===== config.mk =====
export PLATFORM = sky130hd
export DESIGN_NAME = xor_checksum_unit
export DESIGN_NICKNAME = d
export VERILOG_FILES = /design/src/rtl/xor_checksum_unit_pkg.sv /design/src/rtl/xor_n_bits.sv /design/src/rtl/xor_checksum_unit.sv
export SDC_FILE = /design/constraint.sdc
export NUM_CORES = 1
export LEC_CHECK = 0
export ABC_CLOCK_PERIOD_IN_PS = 1650
export BUFFER_PORTS_ARGS = -buffer_cell sky130_fd_sc_hd__clkbuf_2
export CORE_MARGIN = 2
export CORE_UTILIZATION = 51
export CTS_BUF_LIST = sky130_fd_sc_hd__clkbuf_4 sky130_fd_sc_hd__clkbuf_8
export DETAILED_ROUTE_END_ITERATION = 10
export PLACE_DENSITY = 0.84
export REMOVE_ABC_BUFFERS = 1
export SYNTH_ARGS = -nofsm -noshare
export SYNTH_HDL_FRONTEND = slang
export SYNTH_SLANG_ARGS = --single-unit

===== constraint.sdc =====
create_clock -name clk -period 1.65 [get_ports clk]
set_clock_uncertainty 0.05 [all_clocks]
set_input_delay 0.33 -clock clk [delete_from_list [all_inputs] [get_ports clk]]
set_output_delay 0.33 -clock clk [all_outputs]
set_load 0.05 [all_outputs]

===== src/rtl/xor_checksum_unit_pkg.sv =====
// Shared types for the XOR checksum unit: FSM state encoding.
package xor_checksum_unit_pkg;

  typedef enum logic [1:0] {
    StIdle  = 2'd0,
    StAccum = 2'd1,
    StDone  = 2'd2
  } state_e;

endpackage


===== src/rtl/xor_n_bits.sv =====
// Parametrised combinational bitwise XOR of two WIDTH-bit words.
module xor_n_bits #(
  parameter int unsigned WIDTH = 5
) (
  output logic [WIDTH-1:0] out,
  input  logic [WIDTH-1:0] a,
  input  logic [WIDTH-1:0] b
);

  assign out = a ^ b;

endmodule


===== src/rtl/xor_checksum_unit.sv =====
// Streaming XOR checksum: folds a packet of words into one result with a saturating beat count.
module xor_checksum_unit
  import xor_checksum_unit_pkg::*;
#(
  parameter int unsigned     WIDTH = 5,
  parameter int unsigned     CNT_W = 8,
  parameter logic [WIDTH-1:0] SEED = '0
) (
  input  logic             clk,
  input  logic             reset,
  input  logic             in_valid,
  output logic             in_ready,
  input  logic [WIDTH-1:0] in_data,
  input  logic             in_last,
  output logic             out_valid,
  input  logic             out_ready,
  output logic [WIDTH-1:0] out_sum,
  output logic [CNT_W-1:0] out_count,
  output logic             out_parity
);

  localparam logic [CNT_W-1:0] CntMax = {CNT_W{1'b1}};

  state_e           state_q, state_d;
  logic [WIDTH-1:0] acc_q, acc_d;
  logic [CNT_W-1:0] cnt_q, cnt_d;
  logic             out_valid_q, out_valid_d;
  logic [WIDTH-1:0] out_sum_q, out_sum_d;
  logic [CNT_W-1:0] out_count_q, out_count_d;
  logic             out_parity_q, out_parity_d;

  logic [WIDTH-1:0] acc_next;
  logic [CNT_W-1:0] cnt_inc;
  logic             accept;

  // Single XOR instance serves both the running accumulator and the final capture.
  xor_n_bits #(
    .WIDTH(WIDTH)
  ) u_xor (
    .out(acc_next),
    .a  (acc_q),
    .b  (in_data)
  );

  assign in_ready = (state_q != StDone);
  assign accept   = in_valid && in_ready;
  assign cnt_inc  = (cnt_q == CntMax) ? cnt_q : cnt_q + 1'b1;

  always_comb begin
    state_d      = state_q;
    acc_d        = acc_q;
    cnt_d        = cnt_q;
    out_valid_d  = out_valid_q;
    out_sum_d    = out_sum_q;
    out_count_d  = out_count_q;
    out_parity_d = out_parity_q;

    case (state_q)
      StIdle, StAccum: begin
        if (accept) begin
          if (in_last) begin
            out_sum_d    = acc_next;
            out_count_d  = cnt_inc;
            out_parity_d = ^acc_next;
            out_valid_d  = 1'b1;
            state_d      = StDone;
          end else begin
            acc_d   = acc_next;
            cnt_d   = cnt_inc;
            state_d = StAccum;
          end
        end
      end
      StDone: begin
        // Release only; in_ready is low here, so no beat can be taken this cycle.
        if (out_ready) begin
          out_valid_d = 1'b0;
          acc_d       = SEED;
          cnt_d       = '0;
          state_d     = StIdle;
        end
      end
      default: begin
        state_d     = StIdle;
        acc_d       = SEED;
        cnt_d       = '0;
        out_valid_d = 1'b0;
      end
    endcase
  end

  always_ff @(posedge clk) begin
    if (reset) begin
      state_q      <= StIdle;
      acc_q        <= SEED;
      cnt_q        <= '0;
      out_valid_q  <= 1'b0;
      out_sum_q    <= '0;
      out_count_q  <= '0;
      out_parity_q <= 1'b0;
    end else begin
      state_q      <= state_d;
      acc_q        <= acc_d;
      cnt_q        <= cnt_d;
      out_valid_q  <= out_valid_d;
      out_sum_q    <= out_sum_d;
      out_count_q  <= out_count_d;
      out_parity_q <= out_parity_d;
    end
  end

  assign out_valid  = out_valid_q;
  assign out_sum    = out_sum_q;
  assign out_count  = out_count_q;
  assign out_parity = out_parity_q;

endmodule


==> out/qor.csv, run 1 <==
metric,value,unit
"Hold Vio Cnt, Final",0,
number of synthesized flops with an enable pin,0,
Setup CP Type,reg -> reg,
first-pass GRT wire length,5789,um
async set or reset register ratio after synthesis,0,%
worst skew pair latency,0.33,ns
# nets final,214,
HP Class,in -> reg,
crit-path cells,xor2_2 > xnor3_1 > xnor2_1 > a211oi_1,
Gate Count Post-Synth,168,
Pre-antenna DRT Iters,4,
"Core Util, Final",63.44,%
most frequent cells in the layout,"dfxtp_1, clkbuf_2, nor2_1, a21oi_1",
Syn-to-layout area delta,20.85,%
routed wire length,3398,um
# IOs,26,
gr ovfl total,0,
worst rel slew slack,72.92,%
clock sink count,30,
total chip power,1.489,mW
share of layout cells above drive strength 1,25.62,%
CTS root buffer,clkbuf_4,
CTS tree,done,
Final Setup Violations,0,
vias in the first global route,1372,
initial antenna violation count,0,
ys flop type,dfxtp_1,
Post-Route Setup TNS,0,ns
max_cap viols,0,
Routability Congestion,0.8641,
"Distinct cells, synth",32,
R2R setup slack,0.10,ns
"Slowest-stage cell, CP",xnor3_1,
syn avg cell area,8.393,sq um
CP max stage delay,0.44,ns
pwr/cell area,873.5,nW/um^2
Rows,19,
largest net degree at the start of global routing,23,
Slew @ Worst Pin,0.3960,ns
Die Ht,56.58,um
fin crit period,1.548,ns
Max Clock Freq,646.1,MHz
Post-Syn Area,1410,sq um
"Req. time, crit path",1.85,ns
DRC viols,0,
HPWL Detailed,2419,um
YS warnings,0,
DR vias,1384,
final slew viol count,0,
hold buffer count at CTS,0,
"commonest non-fill, non-tap cell in the layout",dfxtp_1,
status,"complete, no violations",
Crit. End Element,flop,
"flops & latches, synth",30,
starting density of the core,52.49,%
GRT Resource Usage Total,23.71,%
# H-tree levels,2,
die area,3201,sq um
crit share post-route,93.81,%
DRT antenna net count,0,
1st-iter DRT viols,32,
"Seq/Total Area, Yosys",42.59,%
Die X-Extent,56.58,um
routed len/inst,14.52,um
CORE AREA,2686,sq um
crit path DAT,1.75,ns
peak supply drop,0.7007,mV
Setup crit start kind,flop,
routed vias/inst,5.915,
number of diodes,0,
Port Buf Inserts,25,
clk slew on worst S/H paths,0.09,ns
total CTS buffers,5,
CTS max path bufs,2,
Leak Pwr,0.6515,nW
worst-path maximum fanout,3,
==> metrics by stage <==
stage	cells	instance area, sq um	setup slack (ns)	hold slack [ns]
final	234	1704	0.1021	0.2280
after global routing	234	1704	-0.007049	0.2337
after CTS	233	1669	0.01024	0.2180
after detailed placement	226	1617	-0.02834	0.4002
after global placement	226	1617	0.1061	0.3884
after floorplan	158	1363	0.09131	0.3491
==> worst paths after layout <==
path | from | endpoint | depth (start not counted)
setup / recovery | acc_q[0] | out_parity | 4
setup reg to reg | acc_q[0] | out_parity | 4
hold reg to reg | out_count[6] | out_count[6] | 2
hold / removal | in_data[4] | acc_q[4] | 3
==> critical path: cells and delay by family, from the launching register on <==
family / cells / cell delay [ns]
XOR/XNOR: 3 / 0.76
flip-flops: 1 / 0.40
AO/OA/AOI/OAI: 1 / 0.25
==> kinds of logic (layout without fill, tap and decap cells) <==
family	Yosys count	count (layout)	synth area share, %
and+or+nand+nor	65	65	23.78
DFF	30	30	42.59
AOI/OAI and AO/OA	53	53	22.80
buffers and inverters	10	45	3.372
adders and majority gates	1	1	0.8872
xor gates and xnor gates	9	9	6.566
==> where the power goes <==
part           switching [mW]  total (mW)  internal [mW]
clock                   0.239       0.433          0.193
sequential             0.0203       0.775          0.755
combinational           0.182       0.281         0.0987
total                   0.442        1.49           1.05
==> repair_timing <==
| item | 4_1_cts | 5_1_grt |
|---|---|---|
| resized for setup | 0 | 6 |
| endpoints found under the setup margin | 0 | 9 |
| buffers inserted | 0 | 1 |
==> synthesized netlist by cell type (7+ instances only) <==
| cell type | n | area [sq um] |
|---|---|---|
| nand2_1 | 13 | 48.80 |
| dfxtp_1 | 30 | 600.6 |
| o21ai_0 | 7 | 35.03 |
| nor2_1 | 20 | 75.07 |
| clkbuf_1 | 7 | 26.28 |
| o211ai_1 | 8 | 60.06 |
| a21oi_1 | 19 | 95.09 |
==> layer usage <==
layer	vias up	track usage, %	share of wire (%)
li1	684	-	-
met1	648	24.38	40
met2	40	41.53	52
met3	12	7.604	5.2
met4	0	13.95	3.3
met5	-	0	0
==> final cells by class <==
class | instances | area (sq um)
fillers | 241 | 982.2
multi-input cells | 128 | 788.3
flip-flops and latches | 30 | 601.8
repair buffers | 38 | 222.7
clock buffers | 7 | 52.55
well taps | 31 | 38.79
==> state kept, by name (all words and copies together), names as in the netlist <==
name	cells
state_q	2
acc_q	5
cnt_q	8
out_valid	1
out_parity	1
out_sum	5
out_count	8
Power figures use the tool's default switching activity.
==> inputs of run 2 (changes only) <==
--- a/config.mk
+++ b/config.mk
@@ -14,3 +14,3 @@
 export PLACE_DENSITY = 0.84
-export REMOVE_ABC_BUFFERS = 1
+export RECOVER_POWER = 50
 export SYNTH_ARGS = -nofsm -noshare
--- a/constraint.sdc
+++ b/constraint.sdc
@@ -4,2 +4,2 @@
 set_output_delay 0.33 -clock clk [all_outputs]
-set_load 0.05 [all_outputs]
+set_load 0.02 [all_outputs]
==> run 2 against run 1 <==
  * Critical path type unchanged
  * Sequential power hardly changed
  * Worst setup slack better by 0.0047 ns
  * Clock power is 38% higher
  * Register-to-register slack hardly changed
  * Flip-flop and latch count stayed put
  * Routed wire length is 4.8% lower
  * Largest cell class unchanged
  * Sequential share of layout area is 0.82 points higher
==> out/qor.csv, run 2 (synthesis results as in run 1) <==
metric,value,unit,change
status,"complete, no violations",,unchanged
first-pass GRT wire length,5368,um,was 5789 um
combinational share of power,14.0,%,was 18.9%
total CTS buffers,5,,unchanged
Leak Pwr,0.5984,nW,was 0.6515 nW
Min Hold Slack,0.2267,ns,was 0.2280 ns
Pre-antenna DRT Iters,4,,unchanged
HPWL Detailed,2247,um,was 2419 um
final slew viol count,0,,unchanged
"Core Util, Final",62.13,%,was 63.44%
Slew @ Worst Pin,0.4442,ns,was 0.3960 ns
1st-iter DRT viols,81,,was 32
Seq pwr share,48.5,%,was 52.1%
Post-Route Setup TNS,0,ns,unchanged
Setup crit start kind,flop,,unchanged
pwr/cell area,955.0,nW/um^2,was 873.5 nW/um^2
R2R setup slack,0.11,ns,was 0.10 ns
starting density of the core,52.49,%,unchanged
Syn-to-layout area delta,18.37,%,was 20.85%
RR Startpoint,state_q[1],,was acc_q[0]
Die Ht,56.58,um,unchanged
Setup CP Type,reg -> reg,,unchanged
share of layout cells above drive strength 1,15.00,%,was 25.62%
# nets final,211,,was 214
worst skew pair latency,0.33,ns,about the same
crit path DAT,1.76,ns,was 1.75 ns
largest net degree at the start of global routing,23,,unchanged
die area,3201,sq um,unchanged
PnR worst setup slack,0.1068,ns,was 0.1021 ns
CORE AREA,2686,sq um,unchanged
DRC viols,0,,unchanged
Mapped Nets,179,,
fin crit period,1.543,ns,was 1.548 ns
number of diodes,0,,unchanged
worst rel slew slack,70.39,%,was 72.92%
peak supply drop,0.7441,mV,was 0.7007 mV
DRT antenna net count,0,,unchanged
"Hold Vio Cnt, Final",0,,unchanged
Place WS,0.04899,ns,was -0.02834 ns
Final Setup Violations,0,,unchanged
CTS tree,done,,unchanged
gr ovfl total,0,,unchanged
# IOs,26,,unchanged
crit share post-route,93.53,%,was 93.81%
"Req. time, crit path",1.87,ns,was 1.85 ns
GRT Resource Usage Total,21.60,%,was 23.71%
most frequent cells in the layout,"dfxtp_1, nor2_1, a21oi_1, clkbuf_1, nand2_1",,"was dfxtp_1, clkbuf_2, nor2_1, a21oi_1"
part of the power in the clock network,37.5,%,was 29.1%
Crit. End Element,flop,,unchanged
CTS max path bufs,2,,unchanged
HP Class,in -> reg,,unchanged
initial antenna violation count,0,,unchanged
Reg-to-Reg End,cnt_q[6],,was out_parity
routed wire length,3236,um,was 3398 um
Rows,19,,unchanged
reg2reg path depth,3,,was 4
crit path capture,cnt_q[6],,was out_parity
CTS root buffer,clkbuf_4,,unchanged
# H-tree levels,2,,unchanged
Psw,0.3957,mW,was 0.4419 mW
Cell Int Power,1.198,mW,was 1.047 mW
max_cap viols,0,,unchanged
DR vias,1331,,was 1384
vias in the first global route,1248,,was 1372
routed vias/inst,5.762,,was 5.915
clk slew on worst S/H paths,0.09,ns,about the same
Switching Share,24.83,%,was 29.69%
Max Clock Freq,648.0,MHz,was 646.1 MHz
Routability Congestion,0.8746,,was 0.8641
RSZ-0062 raised after global routing,false,,
worst-path maximum fanout,7,,was 3
routed len/inst,14.01,um,was 14.52 um
clock sink count,30,,unchanged
Die X-Extent,56.58,um,unchanged
post-CTS setup buffer count,0,,unchanged
Port Buf Inserts,25,,unchanged
Setup crit start,state_q[1],,was acc_q[0]
"commonest non-fill, non-tap cell in the layout",dfxtp_1,,unchanged
## run 2: changes by cell type in the layout (fill, tap and decap cells not counted), moves of 2 or more
cell | previous run | this run
clkbuf_1 | 0 | 16
buf_4 | 13 | 8
clkbuf_2 | 25 | 11
clkbuf_4 | 7 | 5
## run 2: power by group through the flow
stage / Clock, mW / Sequential [mW] / Combinational, mW
after global placement: 0 / 0.788 / 0.223
after detailed placement: 0 / 0.791 / 0.229
after CTS: 0.610 / 0.774 / 0.230
final: 0.597 / 0.774 / 0.223
after floorplan: 0 / 0.813 / 0.128
after global routing: 0.642 / 0.778 / 0.245
## run 2: cell type report
class                   count  area, sq um
repair buffers             35        175.2
clock buffers               6        51.30
flip-flops and latches     30        603.1
fillers                   239         1017
well taps                  31        38.79
clock inverters             1        30.03
multi-input cells         128        770.7
## run 2: worst max-delay path: stages (launching register included)
cell and delay, ns:
dfxtp_1 0.37, or3b_1 0.51, or3_1 0.42, a21oi_1 0.15
## run 2: stage by stage
stage | power [mW] | cell area (sq um) | std cells
after global routing | 1.665 | 1669 | 231
after detailed placement | 1.020 | 1602 | 224
after global placement | 1.011 | 1602 | 224
after CTS | 1.614 | 1683 | 231
after floorplan | 0.9414 | 1410 | 168
final | 1.594 | 1669 | 231
## run 2: timing repair
item	4_1_cts	5_1_grt
setup endpoints to repair	0	3
resized for setup	0	3
hold buffers	0	0
## run 2: worst min-delay path by stage
stage            startpoint      endpoint  slack, ns  cells after the start
6_report         in_data[3]      acc_q[3]       0.23                      3
5_1_grt          in_data[3]      acc_q[3]       0.23                      3
3_3_place_gp   out_count[0]  out_count[0]       0.39                      2
3_5_place_dp   out_count[0]  out_count[0]       0.40                      2
4_1_cts          in_data[3]      acc_q[3]       0.22                      3
2_1_floorplan         reset    state_q[0]       0.37                      1
## run 2: per-layer routing
metal  GRT usage (%)  part of all wire (%)  vias to the layer above  routed length [um]
met4           11.56                   1.6                        0                  51
met5               0                     0                        -                   0
met3           6.912                   7.7                        7                 250
met1           28.05                    43                      600                1391
li1                -                     -                      671                   -
met2           31.73                    48                       53                1542
==> inputs of run 3 (changes only) <==
ABC_AREA = 1   (was unset)
CORE_ASPECT_RATIO = 1.2   (was unset)
==> run 3 against run 2 <==
  * Sequential power is 2% higher
  * Global-route usage is 1.4 points lower
  * Final cell count is 16% higher
  * Flip-flop and latch count stayed put
==> out/qor.csv, run 3 <==
metric,value,unit,change
status,"complete, no violations",,unchanged
"commonest non-fill, non-tap cell in the layout",nand2_1,,was dfxtp_1
Setup CP Type,reg -> reg,,unchanged
"flops & latches, synth",30,,unchanged
crit share post-route,91.28,%,was 93.53%
GRT Resource Usage Total,20.21,%,was 21.60%
met1 global-route usage,22.69,%,was 28.05%
most frequent cells in the layout,"nand2_1, dfxtp_1, inv_1, a21oi_1, clkbuf_1",,"was dfxtp_1, nor2_1, a21oi_1, clkbuf_1, nand2_1"
fin crit period,1.506,ns,was 1.543 ns
total CTS buffers,5,,unchanged
async set or reset register ratio after synthesis,0,%,unchanged
"Distinct cells, synth",25,,was 32
kind of cell adding the most delay to the critical path,simple AND/OR/NAND/NOR gates,,unchanged
CTS max path bufs,2,,unchanged
# IOs,26,,unchanged
"Slowest-stage cell, CP",dfxtp_1,,was or3b_1
DR vias,1352,,was 1331
Post-Syn Area,1426,sq um,was 1410 sq um
Post-Route Setup TNS,0,ns,unchanged
top-count cell post-synth,nand2_1,,was dfxtp_1
CTS root buffer,clkbuf_4,,unchanged
crit-path cells,nand2_1 > or2_0 > nand2_2 > inv_2 > o21ai_2 > nand2_1 > a21oi_2,,was or3b_1 > or3_1 > a21oi_1
CTS tree,done,,unchanged
met3 Use GR,5.263,%,was 6.912%
share of layout cells above drive strength 1,14.04,%,was 15.00%
Mapped Nets,214,,was 179
crit path DAT,1.73,ns,was 1.76 ns
cell mode on critical path,nand2_1,,
CORE AREA,2733,sq um,was 2686 sq um
HP Class,in -> reg,,unchanged
CP max stage delay,0.41,ns,was 0.51 ns
routed len/inst,10.90,um,was 14.01 um
largest net degree at the start of global routing,16,,was 23
number of synthesized flops with an enable pin,0,,unchanged
max_cap viols,0,,unchanged
RSZ-0062 raised after global routing,false,,unchanged
R2R setup slack,0.14,ns,was 0.11 ns
gr ovfl total,0,,unchanged
Gate Count Post-Synth,203,,was 168
routed wire length,2932,um,was 3236 um
peak supply drop,1.018,mV,was 0.7441 mV
Cells after DPL,261,,was 224
Routability Congestion,0.8796,,was 0.8746
total chip power,1.796,mW,was 1.594 mW
HPWL Detailed,1999,um,was 2247 um
die area,3237,sq um,was 3201 sq um
syn avg cell area,7.026,sq um,was 8.393 sq um
Max Clock Freq,664.0,MHz,was 648.0 MHz
"Hold Vio Cnt, Final",0,,unchanged
1st-iter DRT viols,50,,was 81
worst rel slew slack,61.53,%,was 70.39%
DRC viols,0,,unchanged
"Most Used Layer, Global Route",met2,,unchanged
final slew viol count,0,,unchanged
"Req. time, crit path",1.87,ns,about the same
initial antenna violation count,0,,unchanged
number of diodes,0,,unchanged
hold buffer count at CTS,0,,unchanged
Die X-Extent,52.28,um,was 56.58 um
clock sink count,30,,unchanged
Rows,21,,was 19
# H-tree levels,2,,unchanged
critical path buffer and inverter count,1,,was 0
DRT antenna net count,0,,unchanged
Port Buf Inserts,25,,unchanged
starting density of the core,52.20,%,was 52.49%
top post-synthesis cells by count,"nand2_1, dfxtp_1, inv_1",,"was dfxtp_1, nor2_1, a21oi_1"
Min Hold Slack,0.2629,ns,was 0.2267 ns
pwr/cell area,1059,nW/um^2,was 955.0 nW/um^2
first-pass GRT wire length,4767,um,was 5368 um
Pre-antenna DRT Iters,4,,unchanged
Final Setup Violations,0,,unchanged
"Core Util, Final",62.09,%,was 62.13%
post-synth top area share,42.11,%,was 42.59%
Crit. End Element,flop,,unchanged
post-synth top area cell,dfxtp_1,,unchanged
YS warnings,0,,unchanged
# nets final,245,,was 211
Setup crit start kind,flop,,unchanged
Slew @ Worst Pin,0.5770,ns,was 0.4442 ns
Finished Layout Cells,269,,was 231
fillers,254,,was 239
Syn-to-layout area delta,18.95,%,was 18.37%
largest cells by area after synthesis,"dfxtp_1, nand2_1, a21oi_1, inv_1, o21ai_0",,"was dfxtp_1, a21oi_1, nor2_1, o211ai_1, xnor2_1"
vias in the first global route,1142,,was 1248
Die Ht,61.93,um,was 56.58 um
worst skew pair latency,0.34,ns,was 0.33 ns
clk slew on worst S/H paths,0.10,ns,was 0.09 ns
"Seq/Total Area, Yosys",42.11,%,was 42.59%
worst-path maximum fanout,13,,was 7
met2 usage,34.36,%,was 31.73%
Leak Pwr,0.7714,nW,was 0.5984 nW
ys flop type,dfxtp_1,,unchanged
routed vias/inst,5.026,,was 5.762
[run 3: changes by cell type in the layout (fill, tap and decap cells not counted), moves of 4 or more]
cell,previous run,this run
a211oi_1,6,0
inv_1,0,23
nand2_1,13,64
o21ai_0,7,15
buf_4,8,4
o21bai_1,0,5
o211ai_1,8,0
or3_1,6,0
o21ai_1,6,0
nor2_1,20,6
nand3b_1,6,1
[run 3: repair_timing]
action | 4_1_cts | 5_1_grt
setup buffers | 0 | 0
setup endpoints to repair | 0 | 10
resized for setup | 0 | 5
[run 3: logic make-up after synthesis]
logic type,Yosys count,share of synthesized area (%)
flops,30,42.11
fa+ha+maj,1,0.8771
buf+inv,31,8.946
compound gates,45,17.81
xor+xnor,9,5.526
simple gates,87,24.74
[run 3: area by class of cell]
cell class,count,area (sq um),share of cell area [%]
clock buffer,6,51.30,3.024
clock inverter,2,60.06,3.540
inverter,24,90.09,5.310
multi-input combinational,142,705.7,41.59
sequential,30,603.1,35.55
tap,34,42.54,2.507
timing repair buffer,31,143.9,8.481
[run 3: final timing paths]
check,start,endpoint,cells after the start
max,state_q[1],cnt_q[6],7
min reg2reg,out_valid,out_valid,2
min,in_data[2],out_sum[2],3
max reg2reg,state_q[1],cnt_q[6],7
[run 3: power by group]
group          total [mW]  leakage [nW]  internal (mW)  switching, mW
logic               0.238         0.467         0.0826          0.155
registers           0.787         0.246          0.763         0.0240
clock network       0.771        0.0585          0.513          0.258
[run 3: worst reg2reg max path, cell delays in order (launching register included)]
cell and delay (ns):
dfxtp_1 0.41, nand2_1 0.09, or2_0 0.25, nand2_2 0.10, inv_2 0.04, o21ai_2 0.22
nand2_1 0.14, a21oi_2 0.15
[run 3: per-layer routing]
layer,vias to the layer above,routed length [um]
li1,706,-
met1,605,1227
met2,33,1473
met3,8,165
met5,-,0
met4,0,65
[run 3: metrics by stage]
step,worst slack [ns],area [sq um]
floorplan,0.1850,1426
global placement,0.1781,1602
detailed placement,0.1162,1602
CTS,0.1022,1713
global route,0.01735,1697
finish,0.1439,1697
